File: src/rtl/seq_matmul_int.sv
// Sequential signed integer matrix multiplier Z = A*B using a single MAC fed from
// one-cycle-latency RAMs; results stream out row-major. Define SEQ_MATMUL_INT_SAT_EN to saturate.
module seq_matmul_int #(
  parameter int M      = 4,
  parameter int K      = 4,
  parameter int N      = 4,
  parameter int DATA_W = 16,
  parameter int ACC_W  = 2*DATA_W + $clog2(K) + 1,
  parameter int OUT_W  = 32,
  localparam int MW    = (M > 1) ? $clog2(M) : 1,
  localparam int KW    = (K > 1) ? $clog2(K) : 1,
  localparam int NW    = (N > 1) ? $clog2(N) : 1
) (
  input  logic              clk,
  input  logic              rst,
  input  logic              start,
  output logic              busy,
  output logic              done,
  output logic              rd_en,
  output logic [MW-1:0]     a_i,
  output logic [KW-1:0]     a_k,
  output logic [KW-1:0]     b_k,
  output logic [NW-1:0]     b_j,
  input  logic [DATA_W-1:0] a_in,
  input  logic [DATA_W-1:0] b_in,
  output logic [OUT_W-1:0]  z_out,
  output logic [MW-1:0]     z_i,
  output logic [NW-1:0]     z_j,
  output logic              z_stb,
  input  logic              z_ack,
  output logic              z_sat
);

  typedef enum logic [2:0] {S_IDLE, S_FETCH, S_DRAIN, S_OUT, S_DONE} state_t;

  localparam logic [MW-1:0] M_LAST = MW'(M - 1);
  localparam logic [KW-1:0] K_LAST = KW'(K - 1);
  localparam logic [NW-1:0] N_LAST = NW'(N - 1);

  state_t                    state_q, state_d;
  logic [MW-1:0]             i_q, i_d, ai_q;
  logic [KW-1:0]             k_q, k_d, ak_q;
  logic [NW-1:0]             j_q, j_d, bj_q;
  logic signed [ACC_W-1:0]   acc_q, acc_d;
  logic                      vld_q;
  logic signed [2*DATA_W-1:0] prod;
  logic                      xfer;
  logic                      last_elem;

  assign prod      = $signed(a_in) * $signed(b_in);
  assign xfer      = z_stb & z_ack;
  assign last_elem = (i_q == M_LAST) && (j_q == N_LAST);

  // NOTE: sequential state uses non-blocking assignments so every register
  // samples the pre-edge value of every other register.
  always_ff @(posedge clk or negedge rst) begin
    if (!rst) state_q <= S_IDLE;
    else      state_q <= state_d;
  end

  // NOTE: every output of this block gets a default first, so no path can infer a latch.
  always_comb begin
    state_d = state_q;
    busy    = 1'b0;
    done    = 1'b0;
    rd_en   = 1'b0;
    z_stb   = 1'b0;
    unique case (state_q)
      S_IDLE:  if (start) state_d = S_FETCH;
      S_FETCH: begin
        busy  = 1'b1;
        rd_en = 1'b1;
        if (k_q == K_LAST) state_d = S_DRAIN;
      end
      S_DRAIN: begin
        busy    = 1'b1;
        state_d = S_OUT;
      end
      S_OUT: begin
        busy  = 1'b1;
        z_stb = 1'b1;
        if (z_ack) state_d = last_elem ? S_DONE : S_FETCH;
      end
      S_DONE: begin
        done    = 1'b1;
        state_d = S_IDLE;
      end
      default: state_d = S_IDLE;
    endcase
  end

  // vld_q is never high in OUT, so accumulate and clear-on-transfer never collide.
  always_comb begin
    i_d   = i_q;
    j_d   = j_q;
    k_d   = k_q;
    acc_d = acc_q;
    if (vld_q) acc_d = acc_q + ACC_W'(prod);
    if (state_q == S_IDLE && start) begin
      i_d   = '0;
      j_d   = '0;
      k_d   = '0;
      acc_d = '0;
    end
    if (rd_en) k_d = (k_q == K_LAST) ? '0 : k_q + KW'(1);
    if (xfer) begin
      acc_d = '0;
      if (j_q == N_LAST) begin
        j_d = '0;
        i_d = (i_q == M_LAST) ? '0 : i_q + MW'(1);
      end else begin
        j_d = j_q + NW'(1);
      end
    end
  end

  always_ff @(posedge clk or negedge rst) begin
    if (!rst) begin
      i_q   <= '0;
      j_q   <= '0;
      k_q   <= '0;
      acc_q <= '0;
      vld_q <= 1'b0;
      ai_q  <= '0;
      ak_q  <= '0;
      bj_q  <= '0;
    end else begin
      i_q   <= i_d;
      j_q   <= j_d;
      k_q   <= k_d;
      acc_q <= acc_d;
      vld_q <= rd_en;
      if (rd_en) begin
        ai_q <= i_q;
        ak_q <= k_q;
        bj_q <= j_q;
      end
    end
  end

  // Addresses follow the counters while fetching and freeze on the last issued value otherwise.
  assign a_i = rd_en ? i_q : ai_q;
  assign a_k = rd_en ? k_q : ak_q;
  assign b_k = a_k;
  assign b_j = rd_en ? j_q : bj_q;
  assign z_i = i_q;
  assign z_j = j_q;

`ifdef SEQ_MATMUL_INT_SAT_EN
  localparam logic signed [ACC_W-1:0] Z_MAX = {{(ACC_W-OUT_W+1){1'b0}}, {(OUT_W-1){1'b1}}};
  localparam logic signed [ACC_W-1:0] Z_MIN = ~Z_MAX;

  always_comb begin
    z_out = acc_q[OUT_W-1:0];
    z_sat = 1'b0;
    if (acc_q > Z_MAX) begin
      z_out = Z_MAX[OUT_W-1:0];
      z_sat = 1'b1;
    end else if (acc_q < Z_MIN) begin
      z_out = Z_MIN[OUT_W-1:0];
      z_sat = 1'b1;
    end
  end
`else
  assign z_out = acc_q[OUT_W-1:0];
  assign z_sat = 1'b0;

  if (ACC_W > OUT_W) begin : g_trunc
    logic unused_acc_hi;
    assign unused_acc_hi = ^acc_q[ACC_W-1:OUT_W];
  end
`endif

endmodule

File: config.mk
export PLATFORM = sky130hd
export DESIGN_NAME = seq_matmul_int
export DESIGN_NICKNAME = d
export VERILOG_FILES = /design/src/rtl/seq_matmul_int.sv
export SDC_FILE = /design/constraint.sdc
export NUM_CORES = 1
export LEC_CHECK = 0
export BUFFER_PORTS_ARGS = -buffer_cell sky130_fd_sc_hd__buf_2
export CAP_MARGIN = 20
export CORE_ASPECT_RATIO = 0.7
export CORE_MARGIN = 1
export CORE_UTILIZATION = 40
export CTS_CLUSTER_DIAMETER = 200
export DETAILED_ROUTE_END_ITERATION = 10
export GPL_TIMING_DRIVEN = 0
export SETUP_SLACK_MARGIN = 0.3
export SLEW_MARGIN = 20
export SYNTH_ARGS = -nofsm -noshare
export SYNTH_HDL_FRONTEND = slang
export SYNTH_SLANG_ARGS = --single-unit
File: constraint.sdc
create_clock -name clk -period 4.53 [get_ports clk]
set_clock_uncertainty 0.15 [all_clocks]
set_input_delay 0.6795 -clock clk [delete_from_list [all_inputs] [get_ports clk]]
set_output_delay 0.6795 -clock clk [all_outputs]
set_load 0.05 [all_outputs]
## Yosys cells after proc, flatten, opt, wreduce, memory -nomap -nowiden

Index checks and enable logic that the tools add are counted.

- Output and inout bits: 49
- Register bits after elaboration: 51
- Memories kept: 0
- RAM bits: 0
- Memory bits (read-only): 0
- Latch bits: 0

- Multiply operators: 1
- Shift-type cells: 0
- Order comparisons: 0
- Divide/modulo/power cells: 0
- Eq/ne operators: 10
- Bitwise gates (word level): 1
- Add/sub/neg operators: 4
- Mux-type cells: 24
- Reduce and logical (&&, ||, !) cells: 8

Operators with widths:

| cell | count |
|---|---|
| $mux W35 | 3 |
| $add A35 B32 Y35 | 1 |
| $mul A16 B16 Y32 | 1 |
| $mux W2 | 12 |
| $mux W3 | 4 |
| $pmux W3 S4 | 1 |
| $add A2 B1 Y2 const B | 3 |
| $eq A2 B2 Y1 const B | 3 |
| $eq A3 B2 Y1 const B | 2 |
| $ne A2 B2 Y1 const B | 3 |
| $mux W1 | 4 |
| $reduce_bool A2 Y1 | 2 |
| $eq A3 B1 Y1 const B | 1 |
| $eq A3 B3 Y1 const B | 1 |
| $logic_not A3 Y1 | 1 |
| $reduce_and A3 Y1 | 1 |
| $reduce_bool A3 Y1 | 1 |
| $reduce_or A3 Y1 | 1 |
| $logic_and A1 B1 Y1 | 2 |
| $and A1 B1 Y1 | 1 |

## Depth between registers and ports, before layout

Gate-level depths: netlist of run 1.

- Depth in word-level cells: 5
- Depth in mapped cells: 24

## Least setup slack after synthesis of run 1

OpenSTA, ideal clock, no wires.

- Path type: input to register
- Start: in a_in[15]
- End: reg acc_q[28]
- Arrival: 6.133 ns
- Data required time: 4.242 ns
- Slack: -1.891 ns
- Stages on the path: 21
- Path through: clkbuf_1 > nand2_1 > inv_1 > fa_1 > inv_1 > fa_1 > inv_1 > fa_1 > fa_1 > fa_1 > inv_1 > fa_1 > inv_1 > ha_1 > and4_1 > and2_1 > nand2_1 > a21o_1 > a311oi_2 > mux2i_1 > o22ai_1

- Longest elaborated chain between the ends: 5

Ends and longest elaborated chain:

| what | line | source |
|---|---|---|
| start, declared | 24 | `input logic [DATA_W-1:0] a_in,` |
| $mul A16 B16 Y32 | 50 | `assign prod = $signed(a_in) * $signed(b_in);` |
| $add A35 B32 Y35 | 98 | `if (vld_q) acc_d = acc_q + ACC_W'(prod);` |
| $mux W35 | 98 |  |
| $mux W35 | 99 | `if (state_q == S_IDLE && start) begin` |
| $mux W35 | 106 | `if (xfer) begin` |
| end signal, assigned | 122 | `acc_q <= '0;` |
| end signal, assigned | 131 | `acc_q <= acc_d;` |
| end, declared | 44 | `logic signed [ACC_W-1:0] acc_q, acc_d;` |

Every way passes these cells. The select of a mux whose other input is x is not followed.
A chain may end at the register's enable or synchronous reset.

## Worst setup path in the final report of run 1

- Start: in b_in[1]
- End: reg acc_q[29]

- Longest elaborated chain between the ends: 5

Ends and longest elaborated chain:

| what | line | source |
|---|---|---|
| start, declared | 25 | `input logic [DATA_W-1:0] b_in,` |
| $mul A16 B16 Y32 | 50 |  |
| $add A35 B32 Y35 | 98 |  |
| $mux W35 | 98 |  |
| $mux W35 | 99 |  |
| $mux W35 | 106 |  |

Every way passes these cells. The select of a mux whose other input is x is not followed.

==> results of run 1 <==
-- layout make-up --
type | count | area [sq um] | share of cell area
sequential | 48 | 1200 | 0.0737
tap | 420 | 526 | 0.0322
inverter | 338 | 1280 | 0.0784
clock inverter | 3 | 46.3 | 0.00284
timing repair buffer | 164 | 1280 | 0.0786
buffer | 53 | 723 | 0.0444
multi-input combinational | 934 | 11100 | 0.682
clock buffer | 5 | 125 | 0.00767
-- per-stage QoR --
step / utilization / cells / setup TNS [ns] / worst slack, ns / hold WS, ns
after CTS: 0.491 / 1924 / -28.60 / -1.61 / 0.351
after detailed placement: 0.459 / 1876 / -43.60 / -2.45 / 0.335
final: 0.517 / 1965 / -30.30 / -1.70 / 0.239
after floorplan: - / 1373 / -24.27 / -1.52 / 0.234
after global placement: 0.459 / 1876 / -44.17 / -2.49 / 0.328
after global routing: 0.517 / 1965 / -34.10 / -1.86 / 0.299
-- final timing paths --
kind / start / end / slack (ns)
max: b_in[1] / acc_q[29] / -1.70
min: rst / acc_q[28] / 0.24
max reg2reg: acc_q[15] / acc_q[28] / -0.64
min reg2reg: ai_q[1] / ai_q[1] / 0.35
max in group asynchronous: rst / acc_q[2] / 3.56
min in group clk: ai_q[1] / ai_q[1] / 0.35
-- cell families after synthesis --
kind of cell | after synthesis | synth area share
and+or+nand+nor | 365 | 0.142
buffers and inverters | 391 | 0.115
adders and majority gates | 393 | 0.546
xor gates and xnor gates | 35 | 0.0236
DFF | 48 | 0.0923
muxes | 24 | 0.0190
AOI/OAI and AO/OA | 116 | 0.0613
other | 1 | 0.000288
-- registers in the layout, summed over array words and instances (netlist names) --
name / flops
vld_q: 1
ak_q: 2
z_j: 2
ai_q: 2
bj_q: 2
state_q: 3
z_i: 2
k_q: 2
acc_q: 32
-- placed cells by master (no fill, tap or decap), drive strengths merged, types with 3 or more instances in the layout --
cell    netlist  layout
and2        126     126
clkbuf       45      42
nand2b        9       9
a211oi        9       9
mux2          6       6
nor2         50      50
and3          6       6
o21ai        22      22
a21o         15      15
a31oi         4       4
ha          101     101
fa          292     292
o22ai         4       4
nor2b         4       4
nor3          5       5
a22o          4       4
o21a          4       4
nand3         6       6
xor2          7       7
nand4         3       3
nor3b         3       3
nand3b        6       6
dfrtp        48      48
xnor2        28      28
o211ai        5       5
nand2       138     138
buf           8     180
a21oi        25      25
inv         338     339
o221ai        3       3
o21bai        6       6
mux2i        18      18
-- per-layer routing --
layer / global-route usage / vias up / share of wire
li1: - / 4436 / -
met1: 0.373 / 4903 / 0.50
met2: 0.324 / 315 / 0.41
met3: 0.0396 / 38 / 0.074
met4: 0.0345 / 0 / 0.015
met5: 0 / - / 0
-- what timing repair did --
item	4_1_cts	5_1_grt
gates cloned	1	0
setup buffers	39	41
endpoints found under the setup margin	25	26
resized for setup	131	144
pin swaps	44	84
-- worst max-delay path: stages --
cell,delay (ns)
buf_8,0.10
clkbuf_16,0.16
buf_12,0.13
buf_6,0.11
nand2_2,0.05
fa_1,0.44
fa_2,0.55
fa_2,0.43
fa_1,0.51
inv_2,0.06
fa_1,0.47
inv_1,0.05
fa_1,0.54
inv_2,0.06
ha_4,0.29
inv_2,0.04
or3_4,0.38
o31ai_4,0.37
o221ai_2,0.17
or3_4,0.40
nand4b_1,0.10
nor3b_2,0.17
==> impl_metrics.ini, run 1 <==
[sta]
maxSlewViolCount = 0
hold_violations = 0
setup_slack_ns = -1.70
post-route-min-period_ns = 6.23
rsz0062_at_grt = true
relSlewSlack = 0.407
setup_violations = 24
clock.fmax_ghz = 0.161
tightest_slew_ns = 0.890
period_share = 1.37

[synthesis]
synth-main-ff-cell = dfrtp_1
synthTopCellsByArea = fa_1 (45%), inv_1 (9.7%), ha_1 (9.7%)
yosysSeqAreaShare = 0.0923
async_flop_share = 1.00
syn_nets = 1802
synth_edf_count = 0
ys_top_cells_by_count = inv_1 (337), fa_1 (292), nand2_1 (138)
synth.top_cell.area_share = 0.449
syn-cell-area_sq_um = 13000
yosys_warnings = 0
synth_seq_cells = 48
postSynthAreaPerCell_sq_um = 9.48
yosys.area.top_type = fa_1
synth_cells = 1373
ys_types = 65
synth_most_common_cell = inv_1

[cts]
numCtsBuffers = 5
clock_latency_ns = 0.29
clock-sinks = 48
cts.htree.levels = 2
cts-root-buf = clkbuf_16
path_clk_slew_ns = 0.06
hold_buffers = 0
cts_tree = done
clk_path_buf_depth = 2

[worst_setup_path]
crit_type = input port to flip-flop
required_ns = 4.59
worstPathArrival_ns = 6.28
cp_max_fo = 6
end_kind = flip-flop
critPathLaunchType = input port
r2r_cells = 17

[die]
die-height_um = 153
pin_count = 85
die-area_sq_um = 33300
rows = 54
start_util = 0.412
die_x_um = 218
core_sq_um = 31600

[route]
via_per_inst = 4.93
postRouteAntennaNets = 0
route.detailed.drc = 0
wirelength_um = 36800
vias = 9692
post_drt_wl_per_cell_um = 18.7
drt_iter0_drc = 549
drt_first_pass_iters = 7

[global_route]
grt_max_degree = 49
grt_pass1_vias = 10200
grt_pass1_wl_um = 58800
grt_usage = 0.231
gr-total-overflow = 0
grt_antenna_before_repair = 0

[layout]
antenna_cells = 0
drive_gt1_frac = 0.258
fillers = 2853
final_area_sq_um = 16300
fin_nets = 1973
areaGrowthSynthToFinish_pct = 25.3

[place]
port_buffers = 83
routabilityCongestion = 0.913
dp_hpwl_um = 30900
place_area_sq_um = 14500

[outcome]
status = finished with violations
violations = negative setup slack

[hold_path]
hold_path.class = input port to async pin

[flow_run]
cap_violations = 0
Power of run 1 is left out: the tool's default activity adds up to more than one toggle a clock period on the data nets, which glitch-free logic cannot reach.
==> inputs of run 2 (changes only) <==
Settings changed: CAP_MARGIN 20 to not set, GPL_TIMING_DRIVEN 0 to not set.
==> run 2 against run 1 <==
The flow still finishes with violations (negative setup slack). Maximum frequency grew 2.0%. Utilization grew 1.2 points. Worst hold slack lost 0.014 ns. Wire length shrank 5.6%. Global-route usage shrank 1.2 points. Die area is the same. Via count grew 1.6%. Largest cell class unchanged.
==> impl_metrics.ini, run 2 (same netlist as run 1, synthesis figures left out) <==
[worst_setup_path]
r2r_slack_ns = -0.60
path_common_cell = fa_1
critPathTopFamily = adder cells
cp_max_fo = 5
worstPathCellList = buf_8 -> buf_4 -> and2_4 -> fa_1 -> inv_2 -> fa_1 -> fa_1 -> inv_2 -> fa_2 -> fa_1 -> inv_2 -> fa_1 -> inv_2 -> ha_4 -> nand2_1 -> or3_4 -> nand3b_4 -> a21o_1 -> a311oi_2 -> mux2i_1 -> o22ai_1
worstPathArrival_ns = 6.11
slowest_delay_ns = 0.54
end_kind = flip-flop
cp_slowest_cell = fa_1
critPathBufInv = 6
critPathLaunchType = input port
r2r_cells = 17
crit_type = input port to flip-flop
required_ns = 4.54
cp_num_cells = 21

[die]
die_x_um = 218
start_util = 0.412
die-area_sq_um = 33300
rows = 54
pin_count = 85
die-height_um = 153
core_sq_um = 31600

[layout]
antenna_cells = 0
top_register = acc_q
layoutNonFillerInstCount = 2055
final_common_cell = inv_1
largest_reg_flops = 32
fin_nets = 2064
top_regs = acc_q x32, state_q x3
areaGrowthSynthToFinish_pct = 28.3
drive_gt1_frac = 0.303
final_cell_mix = inv_1 (306), fa_1 (267), buf_4 (197)

[route]
route.detailed.drc = 0
postRouteAntennaNets = 0
via_per_inst = 4.79
drt_first_pass_iters = 5
post_drt_wl_per_cell_um = 16.9
wirelength_um = 34700
drt_iter0_drc = 653
vias = 9851

[flow_run]
cap_violations = 0

[cts]
cts-root-buf = clkbuf_16
clk_path_buf_depth = 2
clock-sinks = 48
path_clk_slew_ns = 0.06
cts_tree = done
hold_buffers = 0
cts.htree.levels = 2
clock_latency_ns = 0.29
numCtsBuffers = 5

[place]
dp.cells = 2020
dp_hpwl_um = 30100
port_buffers = 83
dp_slack_ns = -1.85
routabilityCongestion = 0.880

[sta]
maxSlewViolCount = 0
period_share = 1.35
post-route-min-period_ns = 6.10
tightest_slew_ns = 1.11
relSlewSlack = 0.263
holdWs_ns = 0.225
clock.fmax_ghz = 0.164
setup_slack_ns = -1.57
rsz0062_at_grt = true
setup_violations = 24
hold_violations = 0

[global_route]
grt_max_degree = 55
grt_usage = 0.219
gr-total-overflow = 0
grt_antenna_before_repair = 0
grt_pass1_wl_um = 57600
grt_pass1_vias = 10500

[hold_path]
hold_path.class = input port to async pin

[outcome]
violations = negative setup slack
status = finished with violations
## run 2: changes by cell type in the layout (fill, tap and decap cells not counted), sizes merged
| cell | previous run | this run |
|---|---|---|
| clkbuf | 42 | 7 |
| clkinvlp | 1 | 2 |
| clkinv | 0 | 1 |
| inv | 339 | 337 |
| buf | 180 | 306 |
| bufinv | 1 | 0 |
## run 2: timing repair
item / 4_1_cts / 5_1_grt
gates resized for setup: 111 / 91
gates cloned: 1 / 2
pin swaps: 66 / 80
setup buffers: 10 / 15
endpoints found under the setup margin: 27 / 26
## run 2: final timing paths
kind                           start        end
setup / recovery             b_in[6]  acc_q[28]
hold reg to reg              bj_q[1]    bj_q[1]
setup reg to reg           acc_q[15]  acc_q[28]
hold / removal                   rst  acc_q[24]
max in group asynchronous        rst      vld_q
min in group clk             bj_q[1]    bj_q[1]
## run 2: layout make-up
class | count | area (sq um)
clock buffers | 6 | 129
inverters | 338 | 1270
clock inverters | 1 | 5.00
fillers | 2816 | 14900
multi-input cells | 934 | 11100
repair inverters | 1 | 7.51
repair buffers | 307 | 2430
well taps | 420 | 526
flip-flops and latches | 48 | 1200
## run 2: metal layers
metal  track usage  wire length, um  vias up
met4        0.0208              249        0
li1              -                -     4604
met3        0.0227             1930       23
met2         0.301            14000      255
met1         0.375            18600     4969
met5             0                0        -
## run 2: through the flow
stage | utilization | setup TNS [ns] | cell area (sq um)
2_1_floorplan | - | -24.27 | 13500
3_3_place_gp | 0.493 | -36.54 | 15600
3_5_place_dp | 0.493 | -36.72 | 15600
4_1_cts | 0.512 | -27.82 | 16200
5_1_grt | 0.529 | -33.21 | 16700
6_report | 0.529 | -28.92 | 16700
Power of run 2 is left out for the same reason.
==> inputs of run 3 (changes only) <==
--- a/constraint.sdc
+++ b/constraint.sdc
@@ -3,3 +3,3 @@
 set_input_delay 0.6795 -clock clk [delete_from_list [all_inputs] [get_ports clk]]
 set_output_delay 0.6795 -clock clk [all_outputs]
-set_load 0.05 [all_outputs]
+set_load 0.02 [all_outputs]
==> run 3 against run 2 <==
The run still ends with negative setup slack left. Worst setup slack better by 0.066 ns. Final cell count is 0.78% lower. Maximum frequency is 1.1% higher. Via count is 1.7% lower. Design area is 0.88% lower. Sequential cell count stayed put. Sequential share of layout area is 0.064 points higher. Non-clock buffer count is 18 lower. Wire length is 0.22% higher. Count of clock-buffer cells in the layout is 1 higher. Critical path depth is 1 lower.
==> impl_metrics.ini, run 3 (same netlist as run 1, synthesis figures left out) <==
[outcome]
status = finished with violations
violations = negative setup slack

[global_route]
grt_antenna_before_repair = 1
grt_usage = 0.224
grt_max_degree = 46
grt_pass1_vias = 10600
gr-total-overflow = 0
grt_pass1_wl_um = 58600

[die]
start_util = 0.412
die-height_um = 153
pin_count = 85
die_x_um = 218
core_sq_um = 31600
die-area_sq_um = 33300
rows = 54

[worst_setup_path]
worstPathCellList = buf_4 -> and2_4 -> fa_1 -> inv_2 -> fa_1 -> fa_1 -> inv_1 -> fa_2 -> fa_1 -> inv_1 -> fa_1 -> inv_2 -> ha_4 -> nand2_1 -> or3_4 -> o31ai_4 -> o221ai_2 -> or3_4 -> nand4b_1 -> nor3b_2
cp_max_fo = 7
critPathTopFamily = adder cells
worstPathArrival_ns = 6.10
required_ns = 4.59
critPathBufInv = 5
slowest_delay_ns = 0.56
path_common_cell = fa_1
cp_slowest_cell = fa_1
end_kind = flip-flop
crit_type = input port to flip-flop
critPathLaunchType = input port

[place]
routabilityCongestion = 0.874
port_buffers = 83
dp_slack_ns = -1.93
dp_hpwl_um = 30100

[cts]
clk_path_buf_depth = 2
clock_latency_ns = 0.29
path_clk_slew_ns = 0.07
cts.htree.levels = 2
cts-root-buf = clkbuf_16
numCtsBuffers = 5
cts_tree = done
clock-sinks = 48

[route]
vias = 9679
wirelength_um = 34800
postRouteAntennaNets = 0
route.detailed.drc = 0
post_drt_wl_per_cell_um = 17.1
drt_iter0_drc = 559
drt_first_pass_iters = 5
via_per_inst = 4.75

[sta]
rsz0062_at_grt = true
setup_slack_ns = -1.51
relSlewSlack = 0.469
setup_violations = 24
period_share = 1.33
maxSlewViolCount = 0
clock.fmax_ghz = 0.166
tightest_slew_ns = 0.795
post-route-min-period_ns = 6.04
hold_violations = 0
holdWs_ns = 0.0299

[layout]
top_regs = acc_q x32, state_q x3
fillers = 2854
final_common_cell = inv_1
fin_nets = 2046
drive_gt1_frac = 0.299
top_register = acc_q
areaGrowthSynthToFinish_pct = 27.2
largest_reg_flops = 32
utilization = 0.525
final_cell_mix = inv_1 (302), fa_1 (269), buf_4 (185)

[hold_path]
hold_path.class = input port to async pin

[flow_run]
cap_violations = 0
==> run 3: cell count changes in the layout (fill, tap and decap cells not counted), moves of 4 or more <==
cell / before / now
buf_6: 40 / 36
ha_1: 76 / 70
ha_4: 23 / 28
inv_2: 30 / 34
xnor2_2: 8 / 1
xnor2_1: 20 / 27
buf_4: 197 / 185
inv_1: 306 / 302
==> run 3: final cells by class <==
cell class | instances | area (sq um) | share of cell area
multi-input combinational | 934 | 11100 | 0.672
timing repair buffer | 289 | 2260 | 0.137
inverter | 338 | 1270 | 0.0770
sequential | 48 | 1200 | 0.0727
tap | 420 | 526 | 0.0318
clock buffer | 7 | 143 | 0.00862
clock inverter | 1 | 7.51 | 0.000454
timing repair inverter | 1 | 5.00 | 0.000302
antenna | 1 | 2.50 | 0.000151
==> run 3: per-stage QoR <==
stage | setup TNS, ns | area, sq um | cells
2_1_floorplan | -23.84 | 13500 | 1373
3_3_place_gp | -37.23 | 15400 | 2008
3_5_place_dp | -38.02 | 15400 | 2008
4_1_cts | -27.29 | 16100 | 2025
5_1_grt | -31.22 | 16500 | 2039
6_report | -27.33 | 16500 | 2039
==> run 3: path summary, 6_finish.rpt <==
kind                       cells past startpoint   endpoint  startpoint  slack [ns]
max                                           20  acc_q[29]    a_in[10]       -1.51
max reg2reg                                   15  acc_q[29]   acc_q[11]       -0.49
min                                            1  acc_q[31]         rst        0.03
max in group asynchronous                      2      vld_q         rst        3.34
min reg2reg                                    1    ai_q[1]     ai_q[1]        0.35
min in group clk                               1    ai_q[1]     ai_q[1]        0.35
==> run 3: per-layer routing <==
layer / global-route usage / routed length [um] / vias up
met5: 0 / 0 / -
met4: 0.0288 / 225 / 0
met3: 0.0342 / 1900 / 14
met2: 0.301 / 13800 / 225
met1: 0.377 / 18900 / 4863
li1: - / - / 4577
==> run 3: repair_timing <==
| item | 4_1_cts | 5_1_grt |
|---|---|---|
| resized for setup | 110 | 100 |
| cloned | 0 | 1 |
| setup buffers | 9 | 12 |
| endpoints found under the hold margin | 0 | 0 |
| pin swaps | 66 | 91 |
| hold buffers | 0 | 0 |
| setup endpoints to repair | 27 | 27 |
Power of run 3 is left out for the same reason.
